[src/rtl/wavegen_pkg.sv]
`default_nettype none
// ============================================================================
//  Module      : wavegen_pkg
//  Description : Shared types and elaboration-time helpers for the NCO
//                phase-to-amplitude path: waveform select encoding,
//                full-scale constant and quarter-sine table generator.
//  Revision    : 1.0 - initial release
// ============================================================================
package wavegen_pkg;

  typedef enum logic [1:0] {
    WAVE_SINE   = 2'd0,
    WAVE_TRI    = 2'd1,
    WAVE_SAW    = 2'd2,
    WAVE_SQUARE = 2'd3
  } wave_sel_e;

  // Fixed-point format used only while building the sine table.
  localparam int     c_frac_bits    = 28;
  localparam longint c_frac_one     = longint'(1) << c_frac_bits;
  localparam longint c_pi_q         = 64'sd843314857;  // pi * 2^28
  localparam int     c_taylor_terms = 8;

  // Largest positive magnitude of a symmetric signed sample: 2^(W-1)-1.
  function automatic int full_scale(input int data_w);
    return (1 << (data_w - 1)) - 1;
  endfunction

  // Quarter-sine table entry k: round(A * sin(2*pi*(k+0.5)/depth)).
  // Integer Taylor series keeps the table a pure elaboration constant;
  // the truncated remainder is far below half an LSB for any angle in
  // the first quadrant.
  function automatic int sine_rom_entry(input int k, input int depth, input int data_w);
    longint x;
    longint x2;
    longint term;
    longint acc;
    x    = (c_pi_q * longint'(2 * k + 1)) / longint'(depth);
    x2   = (x * x) >>> c_frac_bits;
    term = x;
    acc  = x;
    for (int n = 1; n <= c_taylor_terms; n++) begin
      term = -(((term * x2) >>> c_frac_bits) / longint'((2 * n) * (2 * n + 1)));
      acc  = acc + term;
    end
    acc = acc * longint'(full_scale(data_w)) + (c_frac_one >>> 1);
    return int'(acc >>> c_frac_bits);
  endfunction

endpackage
`default_nettype wire

[src/rtl/sine_quarter_rom.sv]
`default_nettype none
// ============================================================================
//  Module      : sine_quarter_rom
//  Description : Quarter-wave sine magnitude table (DEPTH/4 x DATA_W-1,
//                unsigned) with a registered read port.
//  Revision    : 1.0 - initial release
// ============================================================================
module sine_quarter_rom
  import wavegen_pkg::*;
#(
  parameter int DEPTH  = 128,
  parameter int DATA_W = 8
) (
  input  logic                     i_clk,
  input  logic                     i_rst_n,
  input  logic                     en_i,
  input  logic [$clog2(DEPTH)-3:0] addr_i,
  output logic [DATA_W-2:0]        mag_o
);

  localparam int ROM_D = DEPTH / 4;

  logic [DATA_W-2:0] rom_table [ROM_D];
  logic [DATA_W-2:0] mag_q;

  for (genvar k = 0; k < ROM_D; k++) begin : g_rom_entry
    localparam int c_val = sine_rom_entry(k, DEPTH, DATA_W);
    assign rom_table[k] = c_val[DATA_W-2:0];
  end

  // Registered read; holds while no sample is moving through the stage.
  always_ff @(posedge i_clk or negedge i_rst_n) begin
    if (!i_rst_n) begin
      mag_q <= '0;
    end else if (en_i) begin
      mag_q <= rom_table[addr_i];
    end
  end

  assign mag_o = mag_q;

endmodule
`default_nettype wire

[src/rtl/phase_to_amplitude_decoder.sv]
`default_nettype none
// ============================================================================
//  Module      : phase_to_amplitude_decoder
//  Description : Converts accumulator phase + expire into a gain-scaled,
//                saturated signed sample (sine/triangle/saw/square) through
//                a 3-stage pipeline, and counts completed periods.
//  Revision    : 1.0 - initial release
// ============================================================================
module phase_to_amplitude_decoder
  import wavegen_pkg::*;
#(
  parameter int DEPTH  = 128,
  parameter int DATA_W = 8,
  parameter int CNT_W  = 16
) (
  input  logic                     i_clk,
  input  logic                     i_rst_n,
  input  logic                     i_en,
  input  logic [$clog2(DEPTH)-1:0] i_phase,
  input  logic                     i_expire,
  input  logic [1:0]               i_wave_sel,
  input  logic [DATA_W-1:0]        i_amp,
  input  logic                     i_clr,
  output logic signed [DATA_W-1:0] o_sample,
  output logic                     o_valid,
  output logic                     o_cycle_start,
  output logic [CNT_W-1:0]         o_cycle_count
);

  localparam int PW  = $clog2(DEPTH);
  localparam int MW  = PW - 2;          // quarter-wave index width
  localparam int TW  = DATA_W - 1;      // magnitude width
  localparam int PRW = 2 * DATA_W + 1;  // product width

  localparam int                      c_full_scale = full_scale(DATA_W);
  localparam logic signed [DATA_W-1:0] c_fs_pos    = DATA_W'(c_full_scale);
  localparam logic signed [DATA_W-1:0] c_fs_neg    = -c_fs_pos;
  localparam logic signed [PRW-1:0]    c_sat_pos   = PRW'(c_full_scale);
  localparam logic signed [PRW-1:0]    c_sat_neg   = -c_sat_pos;

  // --------------------------------------------------------------------
  // Stage 1: phase decode
  // --------------------------------------------------------------------
  logic [1:0]    quad_d;
  logic [MW-1:0] idx_d;
  logic [MW-1:0] mirror_d;

  assign quad_d   = i_phase[PW-1:PW-2];
  assign idx_d    = i_phase[MW-1:0];
  assign mirror_d = quad_d[0] ? ~idx_d : idx_d;

  logic              s1_valid_q;
  logic              s1_expire_q;
  logic [MW-1:0]     s1_mirror_q;
  logic              s1_neg_q;
  logic [PW-2:0]     s1_low_q;
  wave_sel_e         s1_sel_q;
  logic [DATA_W-1:0] s1_amp_q;

  // Capture decode, settings and expire together so one sample never mixes settings.
  always_ff @(posedge i_clk or negedge i_rst_n) begin
    if (!i_rst_n) begin
      s1_valid_q  <= 1'b0;
      s1_expire_q <= 1'b0;
      s1_mirror_q <= '0;
      s1_neg_q    <= 1'b0;
      s1_low_q    <= '0;
      s1_sel_q    <= WAVE_SINE;
      s1_amp_q    <= '0;
    end else begin
      s1_valid_q  <= i_en;
      s1_expire_q <= i_en & i_expire;
      if (i_en) begin
        s1_mirror_q <= mirror_d;
        s1_neg_q    <= quad_d[1];
        s1_low_q    <= i_phase[PW-2:0];
        s1_sel_q    <= wave_sel_e'(i_wave_sel);
        s1_amp_q    <= i_amp;
      end
    end
  end

  // --------------------------------------------------------------------
  // Stage 2: ROM read and non-sine waveform build
  // --------------------------------------------------------------------
  logic [TW-1:0]            tri_mag_w;
  logic [PW-1:0]            saw_pw_w;
  logic signed [DATA_W-1:0] saw_w;
  logic signed [DATA_W-1:0] wave_d;
  logic [TW-1:0]            rom_mag_w;

  sine_quarter_rom #(
    .DEPTH  (DEPTH),
    .DATA_W (DATA_W)
  ) u_sine_rom (
    .i_clk   (i_clk),
    .i_rst_n (i_rst_n),
    .en_i    (s1_valid_q),
    .addr_i  (s1_mirror_q),
    .mag_o   (rom_mag_w)
  );

  // Mirrored index left-justified into the magnitude field.
  if (TW >= MW) begin : g_tri_pad
    assign tri_mag_w = TW'(s1_mirror_q) << (TW - MW);
  end else begin : g_tri_trunc
    assign tri_mag_w = s1_mirror_q[MW-1 -: TW];
  end

  // Offset-binary phase flipped to two's complement, then left-justified.
  assign saw_pw_w = {~s1_neg_q, s1_low_q};
  if (DATA_W >= PW) begin : g_saw_pad
    assign saw_w = DATA_W'(saw_pw_w) << (DATA_W - PW);
  end else begin : g_saw_trunc
    assign saw_w = saw_pw_w[PW-1 -: DATA_W];
  end

  // Select the non-sine waveform; sine arrives from the ROM register instead.
  always_comb begin
    wave_d = '0;
    case (s1_sel_q)
      WAVE_TRI:    wave_d = s1_neg_q ? -$signed({1'b0, tri_mag_w}) : $signed({1'b0, tri_mag_w});
      WAVE_SAW:    wave_d = saw_w;
      WAVE_SQUARE: wave_d = s1_neg_q ? c_fs_neg : c_fs_pos;
      default:     wave_d = '0;
    endcase
  end

  logic                     s2_valid_q;
  logic                     s2_expire_q;
  logic signed [DATA_W-1:0] s2_wave_q;
  logic                     s2_neg_q;
  wave_sel_e                s2_sel_q;
  logic [DATA_W-1:0]        s2_amp_q;

  // Carry waveform and the per-sample settings alongside the ROM read.
  always_ff @(posedge i_clk or negedge i_rst_n) begin
    if (!i_rst_n) begin
      s2_valid_q  <= 1'b0;
      s2_expire_q <= 1'b0;
      s2_wave_q   <= '0;
      s2_neg_q    <= 1'b0;
      s2_sel_q    <= WAVE_SINE;
      s2_amp_q    <= '0;
    end else begin
      s2_valid_q  <= s1_valid_q;
      s2_expire_q <= s1_expire_q;
      if (s1_valid_q) begin
        s2_wave_q <= wave_d;
        s2_neg_q  <= s1_neg_q;
        s2_sel_q  <= s1_sel_q;
        s2_amp_q  <= s1_amp_q;
      end
    end
  end

  // --------------------------------------------------------------------
  // Stage 3: gain, floor shift, symmetric saturation
  // --------------------------------------------------------------------
  logic signed [DATA_W-1:0] sine_w;
  logic signed [DATA_W-1:0] wave_w;
  logic signed [PRW-1:0]    wave_ext_w;
  logic signed [PRW-1:0]    amp_ext_w;
  logic signed [PRW-1:0]    prod_w;
  logic signed [PRW-1:0]    scaled_w;
  logic signed [DATA_W-1:0] sat_d;

  assign sine_w     = s2_neg_q ? -$signed({1'b0, rom_mag_w}) : $signed({1'b0, rom_mag_w});
  assign wave_w     = (s2_sel_q == WAVE_SINE) ? sine_w : s2_wave_q;
  assign wave_ext_w = PRW'(wave_w);
  assign amp_ext_w  = PRW'(s2_amp_q);
  assign prod_w     = wave_ext_w * amp_ext_w;
  assign scaled_w   = prod_w >>> (DATA_W - 1);

  // Clamp to +/-A so the most negative code is never produced.
  always_comb begin
    sat_d = scaled_w[DATA_W-1:0];
    if (scaled_w > c_sat_pos) begin
      sat_d = c_fs_pos;
    end else if (scaled_w < c_sat_neg) begin
      sat_d = c_fs_neg;
    end
  end

  logic signed [DATA_W-1:0] sample_q;
  logic                     valid_q;
  logic                     start_q;

  // Output register; the sample holds across bubbles.
  always_ff @(posedge i_clk or negedge i_rst_n) begin
    if (!i_rst_n) begin
      sample_q <= '0;
      valid_q  <= 1'b0;
      start_q  <= 1'b0;
    end else begin
      valid_q <= s2_valid_q;
      start_q <= s2_valid_q & s2_expire_q;
      if (s2_valid_q) begin
        sample_q <= sat_d;
      end
    end
  end

  // --------------------------------------------------------------------
  // Completed-period counter
  // --------------------------------------------------------------------
  logic [CNT_W-1:0] cnt_q;
  logic [CNT_W-1:0] cnt_d;

  // Clear has priority; otherwise count visible period starts, saturating.
  always_comb begin
    cnt_d = cnt_q;
    if (i_clr) begin
      cnt_d = '0;
    end else if (valid_q && start_q && (cnt_q != {CNT_W{1'b1}})) begin
      cnt_d = cnt_q + CNT_W'(1);
    end
  end

  // Counter register.
  always_ff @(posedge i_clk or negedge i_rst_n) begin
    if (!i_rst_n) begin
      cnt_q <= '0;
    end else begin
      cnt_q <= cnt_d;
    end
  end

  assign o_sample      = sample_q;
  assign o_valid       = valid_q;
  assign o_cycle_start = start_q;
  assign o_cycle_count = cnt_q;

endmodule
`default_nettype wire

[config.mk]
export PLATFORM = sky130hd
export DESIGN_NAME = phase_to_amplitude_decoder
export DESIGN_NICKNAME = d
export VERILOG_FILES = /design/src/rtl/wavegen_pkg.sv /design/src/rtl/sine_quarter_rom.sv /design/src/rtl/phase_to_amplitude_decoder.sv
export SDC_FILE = /design/constraint.sdc
export NUM_CORES = 1
export LEC_CHECK = 0
export ABC_AREA = 1
export BUFFER_PORTS_ARGS = -buffer_cell sky130_fd_sc_hd__buf_4
export CAP_MARGIN = 10
export CORE_MARGIN = 3
export CORE_UTILIZATION = 60
export DETAILED_ROUTE_END_ITERATION = 16
export PLACE_DENSITY = 0.83
export SLEW_MARGIN = 20
export SYNTH_ARGS = -nofsm -noshare
export SYNTH_HDL_FRONTEND = slang
export SYNTH_SLANG_ARGS = --single-unit
[constraint.sdc]
create_clock -name i_clk -period 13.5 [get_ports i_clk]
set_input_delay 1.35 -clock i_clk [delete_from_list [all_inputs] [get_ports i_clk]]
set_output_delay 1.35 -clock i_clk [all_outputs]
set_load 0.005 [all_outputs]
# Yosys cells after proc, flatten, opt, wreduce, memory -nomap -nowiden
# Memory sizes are Yosys's and may differ from the RTL's. A register that Yosys moved wholly into a read port is not among the register bits.
# Index checks and enable logic that the tools add are counted.
# totals
mem_bits_ro	224
reg_bits	71
n_memories	1
wordCells	48
input_bits	22
out_inout_bits	26
# classes
magnitude_cmp	2
muxes	10
reduce_logical	5
addsub	3
mul	1
bitwise	5
eq_ne	4
# memory_table
name	depth	word_bits	read_ports	rd_clocked_by_memory_dff	write_ports	line	rtl
(name not given)	32	7	1	1	0	sine_quarter_rom.sv:36	mag_q <= rom_table[addr_i];
# ops
op	count
$mux W8	6
$mux W16	2
$pmux W8 S3	1
$mul A8 B9 Y17	1
$add A16 B1 Y16 const B	1
$ne A16 B16 Y1 const B	1
$neg A7 Y8	2
$gt A10 B8 Y1 const B	1
$lt A10 B8 Y1 const B	1
$not A5 Y6	1
$mux W5	1
$not A5 Y5	1
$eq A2 B2 Y1 const B	2
$and A1 B1 Y1	2
$eq A2 B1 Y1 const B	1
$logic_and A1 B1 Y1	2
$logic_not A2 Y1	1
$reduce_bool A2 Y1	1
$logic_not A1 Y1	1
$not A1 Y1	1

# Depth between registers and ports, before layout
# logic_depth
ltp_word	7
mapped_depth	34
mapped_depth_nobuf	34

# By module
# Synthesis repeated with hierarchy kept, for this count alone.
# hier_totals
cells_unflattened	813
hier_area_um2	6224.7
# modules_own_cells
mod	area_each_um2	n_inst	seq_area_each_um2	cells_each
phase_to_amplitude_decoder	5536.6	1	1776.7	702
sine_quarter_rom	688.2	1	175.2	111

# Least setup slack after synthesis
# Ideal clock, no wire load.
# synth_path
path_type	register -> register
start	register u_sine_rom.mag_q[0] (netlist: u_sine_rom.mag_o[0])
end	register sample_q[0] (netlist: o_sample[0])
path_stages_with_launch	33
setup_slack_ns	8.249
required_time_ns	13.383
setup_ns	0.117
t_arrival_ns	5.134
period_less_slack_ns	5.251
n_path_buf	0
path_cell_list	dfrtp_1 -> inv_1 -> ha_1 -> inv_1 -> nor3_1 -> a21oi_1 -> or2_2 -> nand3_1 -> o21ai_0 -> inv_1 -> nand2_1 -> fa_1 -> fa_1 -> inv_1 -> fa_1 -> inv_1 -> fa_1 -> inv_1 -> ha_1 -> inv_1 -> o21ai_0 -> a21oi_1 -> nand2_1 -> nand2_1 -> nand2_1 -> nand2_1 -> nand2_1 -> nor2_2 -> nand2_2 -> nand2_4 -> nand2_1 -> nand2_1 -> nand2_1
# synth_via
elab_chain_len	7
word_cells_on_any_way	8
classes_between	1 x add/sub; 1 x mul; 2 x order compare; 4 x mux
# synth_lines
element	line	rtl
start: declaration	sine_quarter_rom.sv:24	logic [DATA_W-2:0] mag_q;
$neg A7 Y8	phase_to_amplitude_decoder.sv:168	assign sine_w = s2_neg_q ? -$signed({1'b0, rom_mag_w}) : $signed({1'b0, rom_mag_w});
$mux W8 *	phase_to_amplitude_decoder.sv:168	
$mux W8 *	phase_to_amplitude_decoder.sv:169	assign wave_w = (s2_sel_q == WAVE_SINE) ? sine_w : s2_wave_q;
$mul A8 B9 Y17 *	phase_to_amplitude_decoder.sv:172	assign prod_w = wave_ext_w * amp_ext_w;
$lt A10 B8 Y1	phase_to_amplitude_decoder.sv:180	end else if (scaled_w < c_sat_neg) begin
$mux W8	phase_to_amplitude_decoder.sv:180	
$mux W8 *	phase_to_amplitude_decoder.sv:178	if (scaled_w > c_sat_pos) begin
end signal: assignment	phase_to_amplitude_decoder.sv:199	sample_q <= sat_d;
end: declaration	phase_to_amplitude_decoder.sv:185	logic signed [DATA_W-1:0] sample_q;
# Mark *: on every way between the ends. The rest lies on a longest branch, timed or not.
# A chain may end at the register's enable or synchronous reset.

# Final worst setup path
# Same ends and word-level chain as after synthesis.

==> results by group <==
Status
  • Run status: complete, no violations

Global route
  • Largest net degree at the start of global routing: 79
  • Initial antenna violation count: 0
  • Remaining global-route overflow: 0
  • First-pass GRT wire length: 24200 um
  • GR Util All Layers: a little over a quarter
  • Vias in the first global route: about 5300

Synth
  • Mapped Nets: a little over 900
  • Mapped cell area: approximately 6200 um^2
  • Register area share after synthesis: approximately a third
  • FFs w/ async S/R, synth: 100%
  • Synth Area per Inst: ~7.7 um^2
  • Post-synthesis instance total: about 800
  • Synth Register Bits: 78
  • Ys Warns: 0
  • Top FF cell, synth: dfrtp_1
  • Count of cell types in the netlist: 47
  • EDFF count, synth: 0

Cells and area
  • Most frequent cells in the layout: nand2_1 (195), inv_1 (130), nor2_1 (89)
  • Finished Layout Cells: about 1000
  • Final core occ: between 60 and 70%
  • Antenna cells: 0
  • Total Nets Final: 955
  • Area growth, synth to finish: 10.7%
  • Final Cell Area: 6830 um^2
  • Most common cell after layout, fill and taps aside: nand2_1
  • Share of cells above drive strength 1: roughly 11%
  • Fillers: between 800 and 900

Critical path
  • Critical path data arrival time: around 6 ns
  • Critical path class: reg -> reg
  • Slowest CP cell: fa_1
  • Slowest stage delay, CP: 0.55 ns
  • Crit-path most repeated cell: nand2_1
  • CP max FO: 6
  • Crit end category: register
  • Worst Reg-to-Reg Cells: 30
  • CP startpoint kind: register
  • CP required: between 10 and 15 ns

Clock tree
  • H-tree levels: 3
  • Clk slew on worst S/H paths: ~0.10 ns
  • Clk_lat worst skew: 0.36 ns
  • CTS resizes: 0
  • Clk sinks: between 70 and 80
  • Cts hold-fix bufs: 0
  • CTS tree: done
  • TritonCTS Buffers: 9
  • CTS Buffer Depth: 2
  • Root Driver: clkbuf_8
  • Setup bufs post-CTS: 0

Run
  • Max Cap Viol: 0

Floorplan
  • Die area: 11500 um^2
  • Initial Utilization: a little over three fifths
  • Die extent in y: 107 um
  • Core area: between 9000 and 10000 um^2
  • I/O pins: 48
  • Die width: about 110 um
  • Num rows: 36

Detailed routing
  • Per-cell routed wire length: around 15 um
  • Total number of vias: approximately 5300
  • Residual DRC count: 0
  • Vias per cell: ~5.4
  • Drt initial violations: approximately 290
  • DR pass1 iterations: 4
  • ANT nets after route: 0
  • Final WL: 14300 um

Hold path
  • Hold crit path type: reg -> reg
  • WHS Path Cells: 0

Power and ir drop
  • Leakage: 3.62 nW
  • Clock Power Share: 15.1%
  • Cell internal pwr: 0.000598 W
  • Switching share of power: around 49%
  • Combinational fraction of design power: about three fifths
  • Maximum vdd drop: 0.0976 mV
  • Pwr Density: between 150 and 200 nW/um^2
  • Sequential Power Share: 24.7%
  • Net switching power: 0.000581 W

Placement
  • Routability cong.: slightly above 0.9
  • Port bufs: 47
  • Cells after DPL: just under 1000
  • Setup Slack @ Placement: ~7.7 ns
  • Hpwl dp: 11400 um
  • Post-DP Area: 6630 um^2

STA
  • Tmin final: 5.85 ns
  • # setup viols final: 0
  • Max_slew headroom: a little over a third
  • Final WS setup: ~7.7 ns
  • Clock skew: 0.0106 ns
  • Final Hold Violating Endpoints: 0
  • Max Fclk: ~170 MHz
  • Slew @ Worst Pin: between 0.9 and 1 ns
  • Max-slew violation count: 0
  • Unrepaired setup endpoints after global routing: false
  • Tcrit/Tclk final: a little over two fifths
  • Fin Setup TNS: 0 ns
registers in the layout, indices dropped and copies added, names as in the netlist, 5 cells and up:
register	count
u_sine_rom.mag_o	7
s1_amp_q	8
s2_amp_q	8
s1_mirror_q	5
o_sample	8
s2_wave_q	8
s1_low_q	6
o_cycle_count	16
final cells by class:
| class | instances | area [um^2] | share of cell area (%) |
|---|---|---|---|
| well taps | 133 | 166 | 2.44 |
| repair buffers | 48 | 360 | 5.28 |
| clock buffers | 9 | 124 | 1.81 |
| flip-flops and latches | 78 | 1950 | 28.6 |
| inverters | 134 | 503 | 7.37 |
| clock inverters | 7 | 73.8 | 1.08 |
| multi-input cells | 576 | 3650 | 53.4 |
metal layers:
layer	global-route usage (%)	wire length [um]
met1	31.9	5910
met2	47.4	7430
met3	3.84	537
met4	9.92	442
met5	0	0
cells by family after synthesis:
group / after synthesis / synth area share (%)
compound gates: 130 / 12.4
simple gates: 357 / 24.6
buf+inv: 150 / 9.21
flops: 78 / 31.6
fa+ha+maj: 86 / 21.7
xor+xnor: 3 / 0.426
metrics by stage:
stage | power (W) | hold slack, ns
floorplan | 0.000823 | 0.331
global placement | 0.000994 | 0.338
detailed placement | 0.00100 | 0.354
CTS | 0.00119 | 0.373
global route | 0.00131 | 0.380
finish | 0.00118 | 0.370
cells in the mapped netlist (all sizes together), types with 5 or more instances:
cell,n,area share (%)
ha,51,10
clkbuf,12,0.73
inv,134,8.2
o21ai,57,4.6
dfrtp,78,32
o221ai,5,0.71
a21oi,39,3.5
nor3,12,1.3
a31oi,6,0.61
nor2,95,6.1
nand4,5,0.51
nand2,203,13
fa,35,11
nand3,36,3.1
worst max-delay path: cells and delay by family (launching register included):
kind                     cells  cell delay [ns]
AO/OA/AOI/OAI                5             0.81
adder cells (fa/ha/maj)      6             2.57
AND/OR/NAND/NOR             12             1.35
flip-flops                   1             0.39
buffers and inverters        7             0.60
worst paths after layout:
path | startpoint | to | slack [ns]
hold reg to reg | s1_expire_q | s2_expire_q | 0.37
setup reg to reg | u_sine_rom.mag_o[0] | o_sample[0] | 7.65
max in group asynchronous | i_rst_n | s1_amp_q[3] | 11.73
setup / recovery | u_sine_rom.mag_o[0] | o_sample[0] | 7.65
hold / removal | s1_expire_q | s2_expire_q | 0.37
min in group asynchronous | i_rst_n | o_cycle_count[1] | 1.15
power by group through the flow:
| stage | Sequential, W | Combinational, W | Clock (W) |
|---|---|---|---|
| 2_1_floorplan | 0.000285 | 0.000538 | 0 |
| 4_1_cts | 0.000290 | 0.000716 | 0.000182 |
| 3_3_place_gp | 0.000293 | 0.000700 | 0 |
| 6_report | 0.000291 | 0.000710 | 0.000178 |
| 3_5_place_dp | 0.000295 | 0.000709 | 0 |
| 5_1_grt | 0.000294 | 0.000827 | 0.000191 |
(Power assumes the default switching activity.)
